==> src/rtl/keypad_pkg.sv <==
// Shared types and constants for the 4x4 keypad scanner.
package keypad_pkg;

  localparam int NUM_ROWS = 4;
  localparam int NUM_COLS = 4;
  localparam int KEY_W    = 4;

  // Column 0 driven low out of reset
  localparam logic [NUM_COLS-1:0] COL_RESET = 4'b1110;

  typedef enum logic [1:0] {
    SCAN     = 2'd0,
    DEBOUNCE = 2'd1,
    HELD     = 2'd2
  } state_e;

  // Index of the lowest-numbered bit that is low; 0 when all bits are high
  function automatic logic [1:0] lowest_low(input logic [NUM_ROWS-1:0] v);
    logic [1:0] idx;
    logic       found;
    idx   = '0;
    found = 1'b0;
    for (int unsigned i = 0; i < NUM_ROWS; i++) begin
      if (!v[i] && !found) begin
        idx   = 2'(i);
        found = 1'b1;
      end
    end
    return idx;
  endfunction

endpackage

==> src/rtl/scan_tick.sv <==
// Free-running divider: one-clk tick every DIV clocks, shared with the
// segment driver.
module scan_tick #(
  parameter int unsigned DIV = 10_000
) (
  input  logic clk,
  input  logic rst_n,
  output logic tick
);

  localparam int unsigned CW = (DIV > 1) ? $clog2(DIV) : 1;

  logic [CW-1:0] cnt_q, cnt_d;

  assign tick = (cnt_q == CW'(DIV - 1));

  // Wrap to zero on the tick, otherwise count up
  always_comb begin
    cnt_d = cnt_q + CW'(1);
    if (tick) cnt_d = '0;
  end

  // Divider count register
  always_ff @(posedge clk or negedge rst_n) begin
    if (!rst_n) cnt_q <= '0;
    else        cnt_q <= cnt_d;
  end

endmodule

==> src/rtl/keypad_scan.sv <==
// 4x4 active-low matrix keypad scanner with press/release debounce.
// Optional auto-repeat while held: define KEYPAD_REPEAT_EN.
module keypad_scan
  import keypad_pkg::*;
#(
  parameter int unsigned SCAN_DIV       = 10_000,
  parameter int unsigned DEBOUNCE_TICKS = 4
`ifdef KEYPAD_REPEAT_EN
  ,
  parameter int unsigned REPEAT_DELAY   = 100,
  parameter int unsigned REPEAT_PERIOD  = 25
`endif
) (
  input  logic                clk,
  input  logic                rst_n,
  output logic [NUM_COLS-1:0] col_sel,
  input  logic [NUM_ROWS-1:0] row_in,
  output logic [KEY_W-1:0]    key_code,
  output logic                key_valid,
  output logic                key_down
);

  localparam int unsigned DW = $clog2(DEBOUNCE_TICKS + 1);

  logic [NUM_ROWS-1:0] sync1_q, sync2_q;
  logic                tick;
  logic                hit;
  logic [1:0]          low_row;
  logic [1:0]          col_idx;
  logic                accept;

  state_e              state_q, state_d;
  logic [NUM_COLS-1:0] col_q, col_d;
  logic [1:0]          row_q, row_d;
  logic [DW-1:0]       deb_q, deb_d, deb_inc;
  logic [DW-1:0]       rel_q, rel_d, rel_inc;
  logic [KEY_W-1:0]    code_q, code_d;
  logic                valid_q, valid_d;
  logic                down_q, down_d;

`ifdef KEYPAD_REPEAT_EN
  localparam int unsigned RW = $clog2(REPEAT_DELAY + 1);
  // After the first repeat the counter restarts one period short of the
  // delay, so every later repeat reuses the same compare.
  localparam int unsigned REP_RELOAD =
    (REPEAT_PERIOD <= REPEAT_DELAY) ? (REPEAT_DELAY - REPEAT_PERIOD) : 0;
  logic [RW-1:0] rep_q, rep_d, rep_inc;
  assign rep_inc = rep_q + RW'(1);
`endif

  scan_tick #(.DIV(SCAN_DIV)) u_scan_tick (
    .clk   (clk),
    .rst_n (rst_n),
    .tick  (tick)
  );

  // Two-flop synchronizer for the asynchronous row lines
  always_ff @(posedge clk or negedge rst_n) begin
    if (!rst_n) begin
      sync1_q <= '1;
      sync2_q <= '1;
    end else begin
      sync1_q <= row_in;
      sync2_q <= sync1_q;
    end
  end

  assign hit     = (sync2_q != '1);
  assign low_row = lowest_low(sync2_q);
  assign col_idx = lowest_low(col_q);
  assign deb_inc = deb_q + DW'(1);
  assign rel_inc = rel_q + DW'(1);

  // Next-state and output logic; everything advances only on a scan tick
  always_comb begin
    state_d = state_q;
    col_d   = col_q;
    row_d   = row_q;
    deb_d   = deb_q;
    rel_d   = rel_q;
    code_d  = code_q;
    valid_d = 1'b0;
    down_d  = down_q;
    accept  = 1'b0;
`ifdef KEYPAD_REPEAT_EN
    rep_d   = rep_q;
`endif
    if (tick) begin
      unique case (state_q)
        SCAN: begin
          if (hit) begin
            row_d = low_row;
            deb_d = DW'(1);
            if (DEBOUNCE_TICKS <= 1) accept  = 1'b1;
            else                     state_d = DEBOUNCE;
          end else begin
            col_d = {col_q[NUM_COLS-2:0], col_q[NUM_COLS-1]};
          end
        end
        DEBOUNCE: begin
          if (hit && (low_row == row_q)) begin
            deb_d = deb_inc;
            if (deb_inc == DW'(DEBOUNCE_TICKS)) accept = 1'b1;
          end else begin
            deb_d   = '0;
            state_d = SCAN;
          end
        end
        HELD: begin
          if (!hit) begin
`ifdef KEYPAD_REPEAT_EN
            rep_d = '0;
`endif
            if (rel_inc == DW'(DEBOUNCE_TICKS)) begin
              rel_d   = '0;
              down_d  = 1'b0;
              col_d   = {col_q[NUM_COLS-2:0], col_q[NUM_COLS-1]};
              state_d = SCAN;
            end else begin
              rel_d = rel_inc;
            end
          end else begin
            rel_d = '0;
`ifdef KEYPAD_REPEAT_EN
            if (rep_inc == RW'(REPEAT_DELAY)) begin
              valid_d = 1'b1;
              rep_d   = RW'(REP_RELOAD);
            end else begin
              rep_d = rep_inc;
            end
`endif
          end
        end
        default: state_d = SCAN;
      endcase
    end
    if (accept) begin
      state_d = HELD;
      code_d  = {low_row, col_idx};
      valid_d = 1'b1;
      down_d  = 1'b1;
      deb_d   = '0;
      rel_d   = '0;
`ifdef KEYPAD_REPEAT_EN
      rep_d   = '0;
`endif
    end
  end

  // State and output registers
  always_ff @(posedge clk or negedge rst_n) begin
    if (!rst_n) begin
      state_q <= SCAN;
      col_q   <= COL_RESET;
      row_q   <= '0;
      deb_q   <= '0;
      rel_q   <= '0;
      code_q  <= '0;
      valid_q <= 1'b0;
      down_q  <= 1'b0;
`ifdef KEYPAD_REPEAT_EN
      rep_q   <= '0;
`endif
    end else begin
      state_q <= state_d;
      col_q   <= col_d;
      row_q   <= row_d;
      deb_q   <= deb_d;
      rel_q   <= rel_d;
      code_q  <= code_d;
      valid_q <= valid_d;
      down_q  <= down_d;
`ifdef KEYPAD_REPEAT_EN
      rep_q   <= rep_d;
`endif
    end
  end

  assign col_sel   = col_q;
  assign key_code  = code_q;
  assign key_valid = valid_q;
  assign key_down  = down_q;

endmodule

==> config.mk <==
export PLATFORM = sky130hd
export DESIGN_NAME = keypad_scan
export DESIGN_NICKNAME = d
export VERILOG_FILES = /design/src/rtl/keypad_pkg.sv /design/src/rtl/scan_tick.sv /design/src/rtl/keypad_scan.sv
export SDC_FILE = /design/constraint.sdc
export NUM_CORES = 1
export LEC_CHECK = 0
export BUFFER_PORTS_ARGS = -buffer_cell sky130_fd_sc_hd__buf_2
export CORE_ASPECT_RATIO = 0.9
export CORE_UTILIZATION = 35
export DETAILED_ROUTE_END_ITERATION = 7
export HOLD_SLACK_MARGIN = 0.03
export SLEW_MARGIN = 20
export SYNTH_ARGS = -nofsm -noshare
export SYNTH_HDL_FRONTEND = slang
export SYNTH_SLANG_ARGS = --single-unit
==> constraint.sdc <==
create_clock -name clk -period 2.4 [get_ports clk]
set_clock_uncertainty 0.1 [all_clocks]
set_input_delay 0.24 -clock clk [delete_from_list [all_inputs] [get_ports clk]]
set_output_delay 0.24 -clock clk [all_outputs]
set_load 0.02 [all_outputs]
# Word-level counts from Yosys, hierarchy flattened
# Index checks and enable logic that the tools add are counted.
word_totals:
  ff_bits: 42
  output_inout_bits: 10
op_classes:
  addsub: 3
  eq_ne: 15
  mux: 44
  reduce_logical: 29
ops:
  columns: ["cell", "count"]
  rows:
  - ["$mux W3", 9]
  - ["$mux W2", 10]
  - ["$mux W1", 18]
  - ["$add A14 B1 Y14 const B", 1]
  - ["$eq A14 B14 Y1 const B", 1]
  - ["$mux W14", 1]
  - ["$mux W4", 3]
  - ["$ne A3 B3 Y1 const B", 4]
  - ["$logic_not A1 Y1", 10]
  - ["$reduce_and A5 Y1", 2]
  - ["$pmux W4 S2", 1]
  - ["$reduce_bool A2 Y1", 4]
  - ["$logic_and A1 B1 Y1", 7]
  - ["$add A3 B1 Y3 const B", 2]
  - ["$eq A3 B3 Y1 const B", 2]
  - ["$ne A2 B2 Y1 const B", 3]
  - ["$pmux W2 S3", 1]
  - ["$pmux W3 S2", 1]
  - ["$reduce_and A3 Y1", 2]
  - ["$ne A4 B4 Y1 const B", 1]
  - ["$reduce_and A4 Y1", 1]
  - ["$reduce_bool A3 Y1", 1]
  - ["$eq A2 B1 Y1 const B", 1]
  - ["$eq A2 B2 Y1", 1]
  - ["other kinds (4)", 4]

# Logic depth before layout (Yosys ltp)
# Gate-level depths: netlist (run 1).
logic_depth:
  depth_word: 16
  mapped_depth: 7
  mapped_depth_nobuf: 7

# Modules after synthesis
# A second synthesis (run 1) with hierarchy kept.
hier_totals:
  cells_unflattened: 171
  area_unflattened_um2: 1958.1
by_module_without_submodules:
  columns: ["mod", "n_inst", "cells_per_inst", "area_per_inst_um2", "seq_area_each_um2"]
  rows:
  - ["keypad_scan", 1, 109, 1290.0, 714.4]
  - ["scan_tick", 1, 62, 668.1, 350.3]

# Worst setup path before layout (run 1)
# No wires, ideal clock.
synth_timing:
  kind: "register to register"
  startpoint: "reg sync2_q[0]"
  endpoint: "reg code_q[0], in the netlist key_code[0]"
  t_arrival_ps: 2149
  t_required_ps: 2173
  slack_ps: 24
  stages_incl_launch_ff: 7
  path_buffers: 0
  period_less_slack_ps: 2376
  cell_sequence: "dfstp_2 inv_2 or4b_1 a311o_1 or2_1 inv_2 mux2_1"
synth_via:
  elab_chain_len: 13
synth_lines:
  columns: ["element", "line", "text"]
  rows:
  - ["start, declared", "keypad_scan.sv:25", "logic [NUM_ROWS-1:0] sync1_q, sync2_q;"]
  - ["start signal, assigned", "keypad_scan.sv:64", "sync2_q <= sync1_q;"]
  - ["$mux W1 or $logic_and A1 B1 Y1 (tied branches)", "keypad_pkg.sv:24", "if (!v[i] && !found) begin"]
  - ["$mux W1", "keypad_pkg.sv:24", null]
  - ["$logic_not A1 Y1", "keypad_pkg.sv:24", null]
  - ["$logic_and A1 B1 Y1", "keypad_pkg.sv:24", null]
  - ["$mux W1", "keypad_pkg.sv:24", null]
  - ["$logic_not A1 Y1", "keypad_pkg.sv:24", null]
  - ["$logic_and A1 B1 Y1", "keypad_pkg.sv:24", null]
  - ["$mux W2", "keypad_pkg.sv:24", null]
  - ["$eq A2 B2 Y1", "keypad_scan.sv:101", "if (hit && (low_row == row_q)) begin"]
  - ["$logic_and A1 B1 Y1 (*)", "keypad_scan.sv:101", null]
  - ["$mux W1 (*)", "keypad_scan.sv:101", null]
  - ["$mux W1 (*)", "keypad_scan.sv:89", "unique case (state_q)"]
  - ["$mux W1 (*)", "keypad_scan.sv:88", "if (tick) begin"]
  - ["net accept", "keypad_scan.sv:30", "logic accept;"]
  - ["end signal, assigned", "keypad_scan.sv:170", "code_q <= code_d;"]
  - ["end, declared", "keypad_scan.sv:37", "logic [KEY_W-1:0] code_q, code_d;"]
# Mark *: on every way through the listed nets, which the timed path passes. The rest lies on a longest branch.
# A chain may end at the register's enable or synchronous reset.

# Final worst setup path (run 1)
layout_timing:
  startpoint: "reg u_scan_tick.cnt_q[5]"
  endpoint: "reg rel_q[1]"
layout_via:
  elab_chain_len: 4
layout_lines:
  columns: ["element", "line", "text"]
  rows:
  - ["start, declared", "scan_tick.sv:13", "logic [CW-1:0] cnt_q, cnt_d;"]
  - ["start signal, assigned", "scan_tick.sv:26", "else cnt_q <= cnt_d;"]
  - ["$eq A14 B14 Y1 (*)", "scan_tick.sv:15", "assign tick = (cnt_q == CW'(DIV - 1));"]
  - ["$mux W1", "keypad_scan.sv:88", null]
  - ["$reduce_bool A2 Y1 (no source line)", null, null]
  - ["$reduce_and A2 Y1 (no source line)", null, null]
  - ["end signal, assigned", "keypad_scan.sv:169", "rel_q <= rel_d;"]
  - ["end, declared", "keypad_scan.sv:36", "logic [DW-1:0] rel_q, rel_d, rel_inc;"]
# Every way passes the cells marked *; elsewhere a longest branch is shown, timed or not.

==> impl_metrics.json, run 1 <==
{
  "status": "finished clean",
  "worst_ir_drop_vdd_mv": 0.276,
  "ctsResizeCount": 0,
  "nFillCells": 489,
  "grtUsageMet2": 0.197,
  "core-area_sq_um": 5350,
  "rows": 25,
  "fin_crit_ps": 2280,
  "crit_slowest_cell": "or4_4",
  "crit_required_ps": 2520,
  "top_usage_layer": "met2",
  "final_nets": 222,
  "synth_warnings": 0,
  "antenna_found_initial": 0,
  "grt_util_met3": 0.0400,
  "path_class": "reg -> reg",
  "switching_power_mw": 0.257,
  "syn_area_per_cell_sq_um": 11.2,
  "syn_area_sq_um": 1970,
  "worstPathArrival_ps": 2400,
  "drv_slew": 0,
  "min_path_type": "in -> async",
  "port_buffers": 15,
  "rsz0062_at_grt": "no",
  "worstPathCellList": "or4_4 -> or4_4 -> or4b_1 -> a21oi_1",
  "start_util": 0.368,
  "numCtsBuffers": 5,
  "gr-usage-met1": 0.190,
  "clkPwrFrac": 0.378,
  "cts_tree": "yes",
  "grt_overflow_total": 0,
  "yosysSeqAreaShare": 0.540,
  "power_frac_seq": 0.593,
  "synth_seq_cells": 42,
  "die_w_um": 81.1,
  "multi_input_area_sq_um": 840,
  "antenna_left": 0,
  "setup_slack_ps": 116,
  "startpoint": "u_scan_tick.cnt_q[5]",
  "critPathCaptureType": "flip-flop",
  "hpwl_um": 2550,
  "p_leak_nw": 1.05,
  "groute.usage.overall": 0.135,
  "max_stage_delay_ps": 560,
  "wl_per_cell_um": 12.6,
  "tightest_slew_ps": 455,
  "via_per_inst": 4.89,
  "cts_num_sinks": 42,
  "switching_share": 0.210,
  "cp_max_fo": 6,
  "ctsHoldBuffers": 5,
  "syn_to_final_growth_pct": 17.4,
  "postSynthCellCount": 176,
  "place_worst_setup_slack_ps": 140,
  "drc": 0,
  "fin_crit_sh": 0.952,
  "drive_gt1_frac": 0.264,
  "clkTransAtPathRegs_ps": 80,
  "finalHoldViolCount": 0,
  "regArea_sq_um": 1060,
  "cp-start-kind": "flip-flop",
  "synth_nets": 187,
  "wl_um": 3530,
  "ys_types": 46,
  "power-per-cell-area_nw_per_um2": 529,
  "rrSetupSlack_ps": 120,
  "synthFlopType": "dfrtp_1",
  "clk_path_buf_depth": 2,
  "diodes": 0,
  "r2r_start": "u_scan_tick.cnt_q[5]",
  "grt_max_degree": 30,
  "grt_pass1_vias": 1250,
  "setup_tns_ps": 0,
  "synth-edff-count": 0,
  "place_inst": 266,
  "ios": 16,
  "crit_family": "simple AND/OR/NAND/NOR gates",
  "dieArea_sq_um": 5930,
  "post-cts-setup-buffer-count": 0,
  "die_h_um": 73.2,
  "final_cells": 279,
  "htree_levels": 2,
  "cpMostUsedCell": "or4_4",
  "cp_num_buf_inv": 0,
  "fmax_mhz": 438,
  "drtPass1Iterations": 4,
  "setup_viol": 0,
  "async_reset_ff_frac": 1.00,
  "drv_cap": 0,
  "grt_pass1_wl_um": 5910,
  "vias": 1365,
  "max-slew-margin-rel": 0.694,
  "intPower_mw": 0.966,
  "gp_congestion": 0.760,
  "insertion_delay_ps": 290,
  "pwr-share-comb": 0.029,
  "drtIter0Drc": 71,
  "cts_root_buf": "clkbuf_8"
}
[state kept, by name (all words and copies together), names as in the netlist]
signal,cells
sync2_q,4
key_down,1
key_valid,1
key_code,4
state_q,2
u_scan_tick.cnt_q,14
row_q,2
rel_q,3
sync1_q,4
deb_q,3
col_sel,4
[power groups by stage]
stage | Clock, mW | Sequential [mW] | Combinational [mW]
floorplan | 0 | 0.737 | 0.00867
global placement | 0 | 0.738 | 0.0306
detailed placement | 0 | 0.738 | 0.0302
CTS | 0.482 | 0.725 | 0.0366
global route | 0.511 | 0.726 | 0.0409
finish | 0.463 | 0.725 | 0.0355
[cell families (layout without fill, tap and decap cells)]
logic type,Yosys count,count (layout),synth area share
multiplexers,7,7,0.0400
XOR/XNOR,13,13,0.0578
AND/OR/NAND/NOR,72,72,0.206
buffers and inverters,10,46,0.0337
flip-flops,42,42,0.540
adder cells (fa/ha/maj),5,5,0.0317
AO/OA/AOI/OAI,27,27,0.0902
[metrics by stage]
step	total power [mW]	hold WS, ps	util	cell area, sq um
final	1.22	252	0.433	2310
after global routing	1.28	263	0.433	2310
after CTS	1.24	256	0.433	2310
after detailed placement	0.768	36.4	0.406	2170
after global placement	0.768	40.7	0.406	2170
after floorplan	0.745	-156	-	1970
[layer usage]
metal / share of wire / routed length [um]
met4: 0.0096 / 34
met1: 0.52 / 1850
met2: 0.43 / 1510
met3: 0.038 / 134
met5: 0 / 0
[synthesized netlist by cell type, drive strengths merged, types with 2 or more instances]
library cell	count	area, sq um
dfrtp	31	776
nand2	15	56.3
nor2	14	52.6
nand3	12	60.1
dfstp	11	289
o21ai	8	40.0
xnor2	8	70.1
inv	7	26.3
mux2	7	78.8
a21oi	5	25.0
ha	5	62.6
xor2	5	43.8
nand2b	4	25.0
a31oi	3	18.8
and3	3	20.0
and4	3	26.3
nor3	3	15.0
nor4	3	25.0
a21boi	2	15.0
clkbuf	2	7.51
nor3b	2	15.0
o41ai	2	17.5
or2	2	12.5
or4	2	22.5
or4b	2	20.0
[worst register-to-register path, delay by kind of cell (launching register included)]
kind | cells | cell delay [ps]
AND/OR/NAND/NOR | 3 | 1580
AO/OA/AOI/OAI | 1 | 150
flip-flops | 1 | 390
[cell type report]
cell class,count,area share
Clock buffer,7,0.0373
Clock inverter,1,0.00216
Inverter,7,0.0114
Multi-Input combinational cell,124,0.363
Sequential cell,42,0.460
Tap cell,67,0.0362
Timing Repair Buffer,31,0.0898
[cell usage in the layout (no fill, tap or decap), types with 3 or more instances in the layout]
cell type      Yosys  routed
nor3_1             3       3
dfrtp_1           31      31
o21ai_0            5       5
inv_1              5       5
nand2_1           15      15
mux2_2             5       5
dlygate4sd3_1      0       5
nand2b_1           4       4
buf_4              0      11
a31oi_1            3       3
and4_1             3       3
dfstp_2           11      11
o21ai_1            3       3
xnor2_1            8       8
nor2_1            14      14
nand3_1           12      12
buf_2              0      15
clkbuf_8           0       6
a21oi_1            5       5
ha_1               5       5
xor2_1             5       5
[path summary, 6_finish.rpt]
check | end | cells after the start
worst max-delay path | rel_q[1] | 4
worst min-delay path | u_scan_tick.cnt_q[2] | 2
worst max register to register | rel_q[1] | 4
worst min register to register | sync2_q[3] | 0
max in group asynchronous | col_sel[1] | 3
min in group clk | sync2_q[3] | 0
No activity file was read; power rests on OpenSTA's default activity.
==> run 2, diff against run 1 <==
--- a/config.mk
+++ b/config.mk
@@ -10,7 +10,8 @@
 export CORE_UTILIZATION = 35
 export DETAILED_ROUTE_END_ITERATION = 7
 export HOLD_SLACK_MARGIN = 0.03
-export SLEW_MARGIN = 20
+export SETUP_SLACK_MARGIN = 0.2
+export SLEW_MARGIN = 5
 export SYNTH_ARGS = -nofsm -noshare
 export SYNTH_HDL_FRONTEND = slang
 export SYNTH_SLANG_ARGS = --single-unit
==> impl_metrics.json, run 2 (synthesis gave the netlist of run 1 again) <==
{
  "wl_per_cell_um": 13.0,
  "clkPwrFrac": 0.381,
  "power-per-cell-area_nw_per_um2": 515,
  "die_h_um": 73.2,
  "rsz0062_at_grt": "yes",
  "drtIter0Drc": 75,
  "path_class": "reg -> reg",
  "final_cell_area_sq_um": 2400,
  "critPathCaptureType": "flip-flop",
  "start_util": 0.368,
  "drive_gt1_frac": 0.314,
  "worst_ir_drop_vdd_mv": 0.513,
  "worstPathArrival_ps": 2340,
  "regMostFlops": "u_scan_tick.cnt_q",
  "grt_pass1_wl_um": 6470,
  "vias": 1428,
  "setup_viol": 0,
  "drtPass1Iterations": 4,
  "clk_path_buf_depth": 2,
  "core-area_sq_um": 5350,
  "ios": 16,
  "clkTransAtPathRegs_ps": 80,
  "switching_share": 0.217,
  "cpMostUsedCell": "or4_4",
  "holdPathStages": 0,
  "crit_family": "simple AND/OR/NAND/NOR gates",
  "layout_common_cells": "dfrtp_1 (31), buf_4 (19), nand2_1 (15), buf_2 (15), nor2_1 (14)",
  "pwr-share-comb": 0.031,
  "dieArea_sq_um": 5930,
  "diodes": 0,
  "max-slew-margin-rel": 0.725,
  "grt_max_degree": 17,
  "antenna_left": 0,
  "reg2reg_depth": 5,
  "rows": 25,
  "port_buffers": 15,
  "drv_slew": 0,
  "grt_util_met3": 0.0400,
  "drc": 0,
  "postPlaceCellArea_sq_um": 2150,
  "min_path_type": "reg -> reg",
  "cts_num_sinks": 42,
  "final_common_cell": "dfrtp_1",
  "syn_to_final_growth_pct": 21.6,
  "wl_um": 3730,
  "tightest_slew_ps": 409,
  "fin_crit_sh": 0.922,
  "setup_tns_ps": 0,
  "finalHoldViolCount": 0,
  "insertion_delay_ps": 290,
  "nFillCells": 499,
  "hpwl_um": 2630,
  "largest_reg_flops": 14,
  "max_stage_delay_ps": 550,
  "htree_levels": 2,
  "regArea_sq_um": 1060,
  "cts_root_buf": "clkbuf_8",
  "grtUsageMet2": 0.208,
  "cp_num_buf_inv": 0,
  "top_usage_layer": "met1",
  "p_leak_nw": 1.09,
  "fin_crit_ps": 2210,
  "gp_congestion": 0.760,
  "multi_input_area_sq_um": 853,
  "switching_power_mw": 0.268,
  "status": "finished clean",
  "cts_tree": "yes",
  "crit_required_ps": 2520,
  "cp_max_fo": 4,
  "via_per_inst": 4.98,
  "power_mw": 1.24,
  "power_frac_seq": 0.587,
  "grt_overflow_total": 0,
  "gr-usage-met1": 0.216,
  "numCtsBuffers": 5,
  "intPower_mw": 0.967,
  "crit_slowest_cell": "or4_4",
  "cp-start-kind": "flip-flop",
  "grt_pass1_vias": 1405,
  "drv_cap": 0,
  "die_w_um": 81.1,
  "final_nets": 230,
  "groute.usage.overall": 0.148,
  "cp_num_cells": 5,
  "fmax_mhz": 452,
  "antenna_found_initial": 0,
  "worstPathCellList": "or4_4 -> or4_4 -> or2_1 -> o41a_1 -> nor2_1"
}
-- run 2: through the flow --
stage,setup slack [ps],instances,util,hold slack (ps)
2_1_floorplan,93.1,176,-,-156
4_1_cts,177,280,0.438,257
6_report,187,287,0.448,254
5_1_grt,117,287,0.448,260
3_3_place_gp,99.6,261,0.401,79.6
3_5_place_dp,56.4,261,0.401,82.2
-- run 2: final cells by class --
type	instances	share of cell area
timing repair buffer	39	0.112
sequential	42	0.444
multi-input combinational	124	0.356
tap	67	0.0350
inverter	7	0.0131
clock buffer	6	0.0345
clock inverter	2	0.00522
-- run 2: path summary, 6_finish.rpt --
path | startpoint | endpoint | slack (ps)
worst max-delay path | u_scan_tick.cnt_q[5] | rel_q[2] | 190
worst min-delay path | sync1_q[0] | sync2_q[0] | 250
worst max register to register | u_scan_tick.cnt_q[5] | rel_q[2] | 190
worst min register to register | sync1_q[0] | sync2_q[0] | 250
max in group asynchronous | rst_n | sync2_q[0] | 1300
min in group asynchronous | rst_n | state_q[0] | 300
-- run 2: power groups by stage --
stage / logic, mW / registers [mW] / clock network (mW)
5_1_grt: 0.0449 / 0.726 / 0.518
4_1_cts: 0.0383 / 0.725 / 0.489
3_5_place_dp: 0.0298 / 0.739 / 0
3_3_place_gp: 0.0298 / 0.739 / 0
6_report: 0.0389 / 0.725 / 0.471
2_1_floorplan: 0.00876 / 0.737 / 0
-- run 2: what timing repair did --
item	4_1_cts	5_1_grt
pin swaps	3	1
gates resized for setup	3	1
hold buffers	5	0
hold endpoints to repair	13	0
endpoints found under the setup margin	5	11
setup buffers	6	7
-- run 2: per-layer routing --
metal / vias up / part of all wire
met1: 690 / 0.51
li1: 712 / -
met5: - / 0
met2: 22 / 0.45
met4: 0 / 0.0091
met3: 4 / 0.030
